--- config.mk ---
export PLATFORM = sky130hd
export DESIGN_NAME = entropy_shock_monitor_flat
export DESIGN_NICKNAME = d
export VERILOG_FILES = /design/src/rtl/entropy_shock_pkg.sv /design/src/rtl/entropy_shock_monitor_if.sv /design/src/rtl/entropy_shock_channel.sv /design/src/rtl/entropy_shock_monitor.sv /design/src/flat_wrapper.sv
export SDC_FILE = /design/constraint.sdc
export NUM_CORES = 1
export LEC_CHECK = 0
export CAP_MARGIN = 20
export CORE_MARGIN = 2
export CORE_UTILIZATION = 46
export CTS_CLUSTER_SIZE = 24
export DETAILED_ROUTE_END_ITERATION = 16
export PLACE_DENSITY = 0.75
export SETUP_SLACK_MARGIN = 0.1
export SLEW_MARGIN = 5
export SYNTH_ARGS = -nofsm -noshare
export SYNTH_HDL_FRONTEND = slang
export SYNTH_SLANG_ARGS = --single-unit
--- constraint.sdc ---
create_clock -name clk -period 7.2 [get_ports clk]
set_input_delay 1.44 -clock clk [delete_from_list [all_inputs] [get_ports clk]]
set_output_delay 1.44 -clock clk [all_outputs]
set_load 0.05 [all_outputs]
--- src/rtl/entropy_shock_pkg.sv ---
// Shared types and helpers for the entropy shock monitor.
// Defines the per-channel FSM state encoding and the absolute-difference helper.
package entropy_shock_pkg;

    localparam int unsigned StateW   = 2;
    // Widest sample the helper function accepts.
    localparam int unsigned MaxWidth = 32;

    typedef enum logic [StateW-1:0] {
        StPrime,
        StArmed,
        StPending,
        StShock
    } shock_state_e;

    function automatic logic [MaxWidth:0] abs_diff(input logic [MaxWidth-1:0] a,
                                                   input logic [MaxWidth-1:0] b);
        return (a >= b) ? {1'b0, a - b} : {1'b0, b - a};
    endfunction

endpackage

--- src/rtl/entropy_shock_monitor_if.sv ---
// Sample/threshold inputs and shock report outputs of the entropy shock monitor.
// The master side drives samples; the slave side is the monitor itself.
interface entropy_shock_monitor_if #(
    parameter int unsigned WIDTH    = 8,
    parameter int unsigned CHANNELS = 4,
    parameter int unsigned CNT_W    = 16
) ();
    localparam int unsigned ChanW = (CHANNELS > 1) ? $clog2(CHANNELS) : 1;

    logic                      sample_valid;
    logic [CHANNELS*WIDTH-1:0] sample_data;
    logic [WIDTH-1:0]          thresh_hi;
    logic [WIDTH-1:0]          thresh_lo;
    logic                      clear;
    logic [CHANNELS-1:0]       shock_flags;
    logic                      shock_any;
    logic [ChanW-1:0]          shock_chan;
    logic                      event_pulse;
    logic [CNT_W-1:0]          event_count;

    modport master (
        output sample_valid, sample_data, thresh_hi, thresh_lo, clear,
        input  shock_flags, shock_any, shock_chan, event_pulse, event_count
    );

    modport slave (
        input  sample_valid, sample_data, thresh_hi, thresh_lo, clear,
        output shock_flags, shock_any, shock_chan, event_pulse, event_count
    );
endinterface

--- src/rtl/entropy_shock_channel.sv ---
// One entropy channel: EMA baseline, confirm/hold counters and the shock FSM.
// entering_o is the combinational strobe of the edge that moves the channel into SHOCK.
module entropy_shock_channel
    import entropy_shock_pkg::*;
#(
    parameter int unsigned WIDTH     = 8,
    parameter int unsigned AVG_SHIFT = 3,
    parameter int unsigned CONFIRM   = 2,
    parameter int unsigned HOLD      = 16
) (
    input  logic             clk,
    input  logic             reset,
    input  logic             sample_valid_i,
    input  logic             clear_i,
    input  logic [WIDTH-1:0] sample_i,
    input  logic [WIDTH-1:0] thresh_hi_i,
    input  logic [WIDTH-1:0] thresh_lo_i,
    output logic             flag_o,
    output logic             enter_o,
    output logic             entering_o
);
    localparam int unsigned     CntW       = $clog2(CONFIRM + 1);
    localparam int unsigned     HoldW      = (HOLD > 1) ? $clog2(HOLD) : 1;
    localparam logic [CntW:0]   ConfirmVal = (CntW + 1)'(CONFIRM);
    localparam logic [HoldW-1:0] HoldInit  = HoldW'(HOLD - 1);

    shock_state_e      state_q;
    logic [WIDTH-1:0]  base_q;
    logic [CntW-1:0]   cnt_q;
    logic [HoldW-1:0]  hold_q;
    logic              flag_q;
    logic              enter_q;

    logic [MaxWidth:0]   delta;
    logic                over_hi;
    logic                over_lo;
    logic signed [WIDTH:0] diff;
    logic signed [WIDTH:0] step;
    logic signed [WIDTH:0] sum;
    logic [WIDTH-1:0]    ema;
    logic [CntW:0]       cnt_inc;
    logic                entering;

    always_comb begin
        delta    = abs_diff(MaxWidth'(sample_i), MaxWidth'(base_q));
        over_hi  = delta > (MaxWidth + 1)'(thresh_hi_i);
        over_lo  = delta > (MaxWidth + 1)'(thresh_lo_i);
        // Step lies between 0 and the full difference, so the sum stays in range.
        diff     = $signed({1'b0, sample_i}) - $signed({1'b0, base_q});
        step     = diff >>> AVG_SHIFT;
        sum      = $signed({1'b0, base_q}) + step;
        ema      = WIDTH'(sum);
        cnt_inc  = {1'b0, cnt_q} + (CntW + 1)'(1);
        entering = sample_valid_i && !clear_i && over_hi &&
                   (((state_q == StArmed) && (CONFIRM == 1)) ||
                    ((state_q == StPending) && (cnt_inc >= ConfirmVal)));
    end

    always_ff @(posedge clk or posedge reset) begin
        if (reset) begin
            state_q <= StPrime;
            base_q  <= '0;
            cnt_q   <= '0;
            hold_q  <= '0;
            flag_q  <= 1'b0;
            enter_q <= 1'b0;
        end else if (clear_i) begin
            state_q <= StPrime;
            base_q  <= '0;
            cnt_q   <= '0;
            hold_q  <= '0;
            flag_q  <= 1'b0;
            enter_q <= 1'b0;
        end else begin
            enter_q <= entering;
            if (entering) begin
                state_q <= StShock;
                flag_q  <= 1'b1;
                hold_q  <= HoldInit;
                cnt_q   <= '0;
            end else if (sample_valid_i) begin
                unique case (state_q)
                    StPrime: begin
                        base_q  <= sample_i;
                        state_q <= StArmed;
                    end
                    StArmed: begin
                        if (over_hi) begin
                            cnt_q   <= CntW'(1);
                            state_q <= StPending;
                        end else begin
                            base_q <= ema;
                        end
                    end
                    StPending: begin
                        if (over_hi) begin
                            cnt_q <= CntW'(cnt_inc);
                        end else begin
                            cnt_q   <= '0;
                            base_q  <= ema;
                            state_q <= StArmed;
                        end
                    end
                    StShock: begin
                        if (hold_q != '0) begin
                            hold_q <= hold_q - HoldW'(1);
                        end else if (!over_lo) begin
                            flag_q  <= 1'b0;
                            base_q  <= ema;
                            state_q <= StArmed;
                        end
                    end
                endcase
            end
        end
    end

    assign flag_o     = flag_q;
    assign enter_o    = enter_q;
    assign entering_o = entering;

endmodule

--- src/rtl/entropy_shock_monitor.sv ---
// Multi-channel shock monitor: per-channel detectors plus flag summary and event counter.
// The counter advances on the same edge that raises the flags it counts.
module entropy_shock_monitor
    import entropy_shock_pkg::*;
#(
    parameter int unsigned WIDTH     = 8,
    parameter int unsigned CHANNELS  = 4,
    parameter int unsigned AVG_SHIFT = 3,
    parameter int unsigned CONFIRM   = 2,
    parameter int unsigned HOLD      = 16,
    parameter int unsigned CNT_W     = 16
) (
    input  logic                   clk,
    input  logic                   reset,
    entropy_shock_monitor_if.slave bus
);
    localparam int unsigned ChanW = (CHANNELS > 1) ? $clog2(CHANNELS) : 1;
    localparam int unsigned PopW  = $clog2(CHANNELS + 1);
    localparam int unsigned SumW  = ((CNT_W > PopW) ? CNT_W : PopW) + 1;

    logic [CHANNELS-1:0] flag;
    logic [CHANNELS-1:0] enter;
    logic [CHANNELS-1:0] entering;
    logic [PopW-1:0]     num_enter;
    logic [ChanW-1:0]    chan;
    logic [SumW-1:0]     sum;
    logic [CNT_W-1:0]    count_d;
    logic [CNT_W-1:0]    count_q;

    for (genvar c = 0; c < CHANNELS; c++) begin : g_chan
        entropy_shock_channel #(
            .WIDTH    (WIDTH),
            .AVG_SHIFT(AVG_SHIFT),
            .CONFIRM  (CONFIRM),
            .HOLD     (HOLD)
        ) u_chan (
            .clk           (clk),
            .reset         (reset),
            .sample_valid_i(bus.sample_valid),
            .clear_i       (bus.clear),
            .sample_i      (bus.sample_data[c*WIDTH +: WIDTH]),
            .thresh_hi_i   (bus.thresh_hi),
            .thresh_lo_i   (bus.thresh_lo),
            .flag_o        (flag[c]),
            .enter_o       (enter[c]),
            .entering_o    (entering[c])
        );
    end

    always_comb begin
        num_enter = '0;
        for (int c = 0; c < CHANNELS; c++) begin
            num_enter = num_enter + PopW'(entering[c]);
        end
        // Scan downwards so the lowest flagged index wins.
        chan = '0;
        for (int c = CHANNELS - 1; c >= 0; c--) begin
            if (flag[c]) chan = ChanW'(c);
        end
        sum     = SumW'(count_q) + SumW'(num_enter);
        count_d = (sum > SumW'({CNT_W{1'b1}})) ? {CNT_W{1'b1}} : CNT_W'(sum);
    end

    always_ff @(posedge clk or posedge reset) begin
        if (reset) begin
            count_q <= '0;
        end else if (bus.clear) begin
            count_q <= '0;
        end else begin
            count_q <= count_d;
        end
    end

    assign bus.shock_flags = flag;
    assign bus.shock_any   = |flag;
    assign bus.shock_chan  = chan;
    assign bus.event_pulse = |enter;
    assign bus.event_count = count_q;

endmodule

--- src/flat_wrapper.sv ---
// flat-port wrapper written by rule: the top's interface ports become plain ports
module entropy_shock_monitor_flat import entropy_shock_pkg::*;
#(
    parameter int unsigned WIDTH     = 8,
    parameter int unsigned CHANNELS  = 4,
    parameter int unsigned AVG_SHIFT = 3,
    parameter int unsigned CONFIRM   = 2,
    parameter int unsigned HOLD      = 16,
    parameter int unsigned CNT_W     = 16
)
  (clk, reset, bus_sample_valid, bus_sample_data, bus_thresh_hi, bus_thresh_lo, bus_clear, bus_shock_flags, bus_shock_any, bus_shock_chan, bus_event_pulse, bus_event_count);
  entropy_shock_monitor_if #(.WIDTH(WIDTH), .CHANNELS(CHANNELS), .CNT_W(CNT_W)) bus_i ();
  input  logic clk;
  input  logic reset;
  input wire logic [$bits(bus_i.sample_valid)-1:0] bus_sample_valid;
  input wire logic [$bits(bus_i.sample_data)-1:0] bus_sample_data;
  input wire logic [$bits(bus_i.thresh_hi)-1:0] bus_thresh_hi;
  input wire logic [$bits(bus_i.thresh_lo)-1:0] bus_thresh_lo;
  input wire logic [$bits(bus_i.clear)-1:0] bus_clear;
  output wire logic [$bits(bus_i.shock_flags)-1:0] bus_shock_flags;
  output wire logic [$bits(bus_i.shock_any)-1:0] bus_shock_any;
  output wire logic [$bits(bus_i.shock_chan)-1:0] bus_shock_chan;
  output wire logic [$bits(bus_i.event_pulse)-1:0] bus_event_pulse;
  output wire logic [$bits(bus_i.event_count)-1:0] bus_event_count;
  assign bus_i.sample_valid = bus_sample_valid;
  assign bus_i.sample_data = bus_sample_data;
  assign bus_i.thresh_hi = bus_thresh_hi;
  assign bus_i.thresh_lo = bus_thresh_lo;
  assign bus_i.clear = bus_clear;
  assign bus_shock_flags = bus_i.shock_flags;
  assign bus_shock_any = bus_i.shock_any;
  assign bus_shock_chan = bus_i.shock_chan;
  assign bus_event_pulse = bus_i.event_pulse;
  assign bus_event_count = bus_i.event_count;
  entropy_shock_monitor #(.WIDTH(WIDTH), .CHANNELS(CHANNELS), .AVG_SHIFT(AVG_SHIFT), .CONFIRM(CONFIRM), .HOLD(HOLD), .CNT_W(CNT_W)) u_core (.clk(clk), .reset(reset), .bus(bus_i));
endmodule
==> impl_metrics.ini, run 1 <==
[die]
coreArea_mm2 = 0.02278
die_y_um = 156.6
start_util = 0.4701
ioPinCount = 76
core.rowCount = 55
die_w_um = 156.6
die_area_mm2 = 0.02451

[cells_and_area]
final_common_cell = ha_1
final_cell_mix = 182 x ha_1, 149 x inv_1, 118 x buf_4
finalNetCount = 1680
layoutNonFillerInstCount = 1747
fin_util = 0.5697
num_antenna_cells = 0
drive_gt1_frac = 0.1409
area_growth_pct = 21.20

[power]
power.density_mw_per_mm2 = 415.2
max-vdd-ir-drop_v = 0.0002648
p_leak_nw = 6.126

[timing]
clock_skew_ns = 0.01345
hold_slack_ns = 0.5028
setup_viol = 0
rsz0062_at_grt = no
hold_viol = 0
post-route-min-period_ns = 6.844
max_clock_freq_ghz = 0.1461
drv_slew = 0
finalCritPeriodShare = 0.9506
worst_pin_slew_ns = 0.9213
max_slew_margin = 0.3858

[route]
viasPerCell = 5.596
vias = 9777
dr.pass1.iters = 5
wl_per_cell_um = 15.71
drc = 0
drtIter0Drc = 569
routed_wl_mm = 27.45
ant_nets = 0

[critical_path]
critPathMaxFanout = 4
worstRegToRegCells = 26
critPathKind = input pin to register
end_kind = register
cp.arrival_ns = 7.12
reg2reg_slack_ns = 1.39
crit_path_end = u_core.bus.event_count[1]
cp-start-kind = input pin
r2r-start = u_core.g_chan[0].u_chan.base_q[1]
required_ns = 7.48
r2r-end = u_core.bus.event_count[1]
crit_start = bus_sample_data[25]

[cts]
numCtsBuffers = 9
clkSinkCount = 88
cts_tree = built
clock_latency_ns = 0.37
root_buffer = clkbuf_16
cts_max_path_buffers = 2
path_clk_slew_ns = 0.08
htree_levels = 3

[yosys]
synth_area_mm2 = 0.01071
synth_cells = 1268
ys_types = 79
yosysWarnings = 0
syn_area_per_cell_um2 = 8.445
async_flop_share = 1.000
ys_seq_area_frac = 0.2057
synth-seq-cells = 88
ys_dominant_reg_cell = dfrtp_1
syn_nets = 1519
synth_edf_count = 0

[placement]
io_buffers = 75
hpwl_mm = 21.45
finalWeightedCongestion = 0.9556
dp.cells = 1720

[global_routing]
grt_first_pass_wirelength_mm = 45.46
antenna_found_initial = 0
grt_usage = 0.2271
overflow = 0
grt_start_max_net_pins = 73
grt_pass1_vias = 9538

[hold_path]
hold_depth = 1
hp-class = register to register

[job]
maxCapViolCount = 0

[run_status]
status = complete, no violations
## worst min-delay path by stage
stage / from / to / slack (ns)
floorplan: u_core.g_chan[0].u_chan.cnt_q[1] / u_core.g_chan[0].u_chan.cnt_q[1] / 0.47
global placement: u_core.g_chan[0].u_chan.cnt_q[1] / u_core.g_chan[0].u_chan.cnt_q[1] / 0.48
detailed placement: u_core.g_chan[0].u_chan.cnt_q[1] / u_core.g_chan[0].u_chan.cnt_q[1] / 0.49
CTS: u_core.g_chan[0].u_chan.cnt_q[1] / u_core.g_chan[0].u_chan.cnt_q[1] / 0.51
global route: u_core.g_chan[0].u_chan.cnt_q[1] / u_core.g_chan[0].u_chan.cnt_q[1] / 0.54
finish: u_core.g_chan[0].u_chan.cnt_q[1] / u_core.g_chan[0].u_chan.cnt_q[1] / 0.50
## logic make-up after synthesis
kind of cell / count (synthesis) / share of synthesized area
AOI/OAI and AO/OA: 383 / 0.2481
and+or+nand+nor: 285 / 0.1302
xor gates and xnor gates: 76 / 0.06216
buffers and inverters: 199 / 0.07502
DFF: 88 / 0.2057
adders and majority gates: 199 / 0.2423
muxes: 38 / 0.03657
## area by class of cell
type / count / area (um^2)
tap: 313 / 391.6
inverter: 154 / 579.3
clock inverter: 7 / 72.57
timing repair buffer: 195 / 1659
sequential: 88 / 2202
fill: 2046 / 9801
multi-input combinational: 981 / 7848
clock buffer: 9 / 225.2
## worst max-delay path: stages
cell	delay [ns]
clkdlybuf4s50_1	0.48
inv_1	0.07
ha_1	0.29
nor2b_1	0.15
o31a_1	0.26
o31a_1	0.26
nor2_1	0.09
buf_4	0.14
mux2i_1	0.21
xnor2_1	0.17
ha_1	0.28
and3_1	0.19
a221o_1	0.37
a21oi_2	0.14
a31oi_2	0.08
o311ai_4	0.37
inv_2	0.11
fa_2	0.58
ha_4	0.15
fa_2	0.21
a21oi_1	0.07
nor2b_1	0.15
nand2_1	0.13
nor3_4	0.16
nand4_1	0.23
buf_4	0.22
a21oi_1	0.13
## flip-flops by register name, indices dropped and copies added (netlist names)
signal                        cells
u_core.g_chan.u_chan.hold_q      16
u_core.g_chan.u_chan.base_q      32
u_core.g_chan.u_chan.state_q      8
u_core.g_chan.u_chan.flag_o       4
u_core.g_chan.u_chan.enter_o      4
u_core.bus.event_count           16
u_core.g_chan.u_chan.cnt_q        8
## cells in the mapped netlist, drive strengths merged, types with 5 or more instances
cell / count / area share
a21oi: 129 / 0.064
a221oi: 6 / 0.0067
o2bb2ai: 31 / 0.025
buf: 23 / 0.013
o311ai: 5 / 0.0048
ha: 185 / 0.22
o21bai: 13 / 0.0091
a21o: 39 / 0.027
nand3: 26 / 0.012
o211ai: 6 / 0.0042
xnor2: 52 / 0.043
nor2b: 14 / 0.0082
o21ai: 50 / 0.023
fa: 14 / 0.026
a31o: 6 / 0.0049
clkbuf: 22 / 0.0078
dfrtp: 88 / 0.21
mux2i: 29 / 0.027
a211oi: 11 / 0.0077
nand2b: 13 / 0.0076
nor3: 19 / 0.0093
o22ai: 7 / 0.0041
xor2: 24 / 0.020
inv: 153 / 0.054
nand4: 23 / 0.013
o21a: 18 / 0.013
and2: 8 / 0.0047
nor4: 9 / 0.0058
a211o: 5 / 0.0041
nand2: 60 / 0.021
nor2: 90 / 0.032
a2111oi: 6 / 0.0084
mux2: 9 / 0.0095
a31oi: 9 / 0.0053
## per-stage QoR
stage | instance area, um^2 | total power, W | setup WS, ns | setup TNS (ns)
6_report | 12980 | 0.005388 | 0.3555 | 0
4_1_cts | 12750 | 0.005260 | 0.1180 | 0
2_1_floorplan | 10710 | 0.003624 | 0.1392 | 0
5_1_grt | 12980 | 0.005941 | 0.04702 | 0
3_5_place_dp | 12440 | 0.004739 | -0.3117 | -4.140
3_3_place_gp | 12440 | 0.004599 | -0.1192 | -1.579
## report_power, final
part / internal [W] / total [W] / switching, W
registers: 0.000598 / 0.000727 / 0.000129
clock network: 0.000246 / 0.000494 / 0.000248
logic: 0.00195 / 0.00417 / 0.00221
total: 0.00280 / 0.00539 / 0.00259
## per-layer routing
layer | wire (um) | GRT usage | vias to the layer above | share of wire
met5 | 0 | 0 | - | 0
met4 | 604 | 0.06116 | 0 | 0.022
met3 | 962 | 0.03212 | 43 | 0.035
met2 | 13420 | 0.4032 | 208 | 0.49
met1 | 12460 | 0.2879 | 4652 | 0.45
li1 | - | - | 4874 | -
## what timing repair did
item / in CTS / in global routing
gates resized for setup: 3 / 35
hold buffers: 0 / 0
buffers inserted: 0 / 11
endpoints found under the setup margin: 13 / 16
pin swaps: 1 / 22
Note: power is estimated with default switching activity, not from simulation.
==> run 2, diff against run 1 <==
Settings changed: CAP_MARGIN 20 to default.
==> results of run 2 <==
Same layout as run 1: the final DEF is identical, and so are final timing and power.
==> run 3, diff against run 2 <==
Settings changed: CELL_PAD_IN_SITES_DETAIL_PLACEMENT from default to 1, CELL_PAD_IN_SITES_GLOBAL_PLACEMENT from default to 2, CORE_UTILIZATION 46 to 38, PLACE_DENSITY 0.75 to 0.8.
==> impl_metrics.ini, run 3 (synthesis results as in run 1) <==
[route]
drc = 0
wl_per_cell_um = 17.77
routed_wl_mm = 32.80
drtIter0Drc = 341
viasPerCell = 5.361
dr.pass1.iters = 4
ant_nets = 0
vias = 9897

[timing]
max_slew_margin = 0.3651
final.setup.tns_ns = 0
setup_viol = 0
hold_viol = 0
max_clock_freq_ghz = 0.1450
rsz0062_at_grt = no
clock_skew_ns = 0.01000
finalCritPeriodShare = 0.9576
drv_slew = 0
worst_pin_slew_ns = 0.9524
post-route-min-period_ns = 6.895

[cells_and_area]
final_common_cell = ha_1
final_cell_mix = 175 x ha_1, 150 x buf_4, 147 x inv_1
top_register = u_core.g_chan.u_chan.base_q
area_growth_pct = 25.70
drive_gt1_frac = 0.1723
largest_reg_flops = 32
num_antenna_cells = 0
nFillCells = 3340
finalInstanceArea_mm2 = 0.01346
finalNetCount = 1714

[critical_path]
slowest_stage = clkdlybuf4s50_1
end_kind = register
crit_family = compound AO/OA/AOI/OAI gates
r2r-start = u_core.g_chan[0].u_chan.base_q[1]
max_stage_delay_ns = 0.50
critPathBufInv = 6
cp.arrival_ns = 7.12
required_ns = 7.42
critPathMaxFanout = 5
r2r-end = u_core.bus.event_count[14]
critPathKind = input pin to register
path_common_cell = buf_4
cp-start-kind = input pin
reg2reg_slack_ns = 1.14
worstRegToRegCells = 27

[job]
maxCapViolCount = 0

[cts]
clkSinkCount = 88
root_buffer = clkbuf_16
htree_levels = 3
hold_buffers = 0
numCtsBuffers = 9
cts_max_path_buffers = 2
path_clk_slew_ns = 0.07
cts_tree = built
clock_latency_ns = 0.36

[global_routing]
grt_usage = 0.2250
grt_start_max_net_pins = 69
grt_pass1_vias = 10390
grt_first_pass_wirelength_mm = 53.05
overflow = 0
antenna_found_initial = 0

[die]
coreArea_mm2 = 0.02778
die_y_um = 171.9
core.rowCount = 61
ioPinCount = 76
die_area_mm2 = 0.02954
start_util = 0.3854
die_w_um = 171.9

[power]
finalPower_w = 0.005744
p_leak_nw = 6.335
max-vdd-ir-drop_v = 0.0001687
power.density_mw_per_mm2 = 426.8

[hold_path]
min_to = u_core.g_chan[0].u_chan.cnt_q[1]
hp-class = register to register
hp-start = u_core.g_chan[0].u_chan.cnt_q[1]
hold_depth = 1

[placement]
hpwl_mm = 25.70
io_buffers = 75
finalWeightedCongestion = 0.8580
placed_area_mm2 = 0.01275

[run_status]
status = complete, no violations
## run 3: worst max-delay path by stage
stage	cells after the start	from	end	slack, ns
floorplan	28	bus_sample_data[6]	u_core.bus.event_count[10]	0.14
global placement	26	bus_sample_data[1]	u_core.bus.event_count[8]	-0.23
detailed placement	26	bus_sample_data[1]	u_core.bus.event_count[10]	-0.48
CTS	27	bus_sample_data[25]	u_core.bus.event_count[12]	0.11
global route	28	bus_sample_data[25]	u_core.bus.event_count[14]	0.03
finish	28	bus_sample_data[25]	u_core.bus.event_count[15]	0.31
## run 3: what timing repair did
item                                    in CTS  in global routing
resized for setup                            8                 60
endpoints found under the setup margin      16                 16
buffers inserted                             2                 11
cloned                                       0                  2
pin swaps                                    4                 25
## run 3: area by class of cell
class                      instances  area [um^2]  area share
inverter                         154        580.6     0.04313
clock buffer                      10        229.0     0.01701
tap                              378        473.0     0.03514
clock inverter                     6        91.34    0.006786
multi-input combinational        982         7965      0.5918
timing repair buffer             228         1918      0.1425
sequential                        88         2202      0.1636
## run 3: where the power goes
group | total (W) | internal [W] | switching (W)
logic | 0.00446 | 0.00208 | 0.00238
clock network | 0.000551 | 0.000308 | 0.000243
registers | 0.000730 | 0.000598 | 0.000132
total | 0.00574 | 0.00299 | 0.00276
## run 3: layer usage
layer / share of wire / GRT usage / vias up / wire [um]
li1: - / - / 4917 / -
met1: 0.46 / 0.2847 / 4887 / 15250
met2: 0.51 / 0.4119 / 68 / 16600
met3: 0.017 / 0.02449 / 25 / 550
met4: 0.012 / 0.04823 / 0 / 395
met5: 0 / 0 / - / 0
## run 3: stage by stage
stage | utilization | std cells | worst slack (ns) | hold WS (ns)
after floorplan | - | 1268 | 0.1392 | 0.4658
after global placement | 0.4590 | 1815 | -0.2305 | 0.4811
after detailed placement | 0.4590 | 1815 | -0.4781 | 0.4995
after CTS | 0.4725 | 1833 | 0.1081 | 0.5154
after global routing | 0.4845 | 1846 | 0.03334 | 0.5400
final | 0.4845 | 1846 | 0.3054 | 0.5100
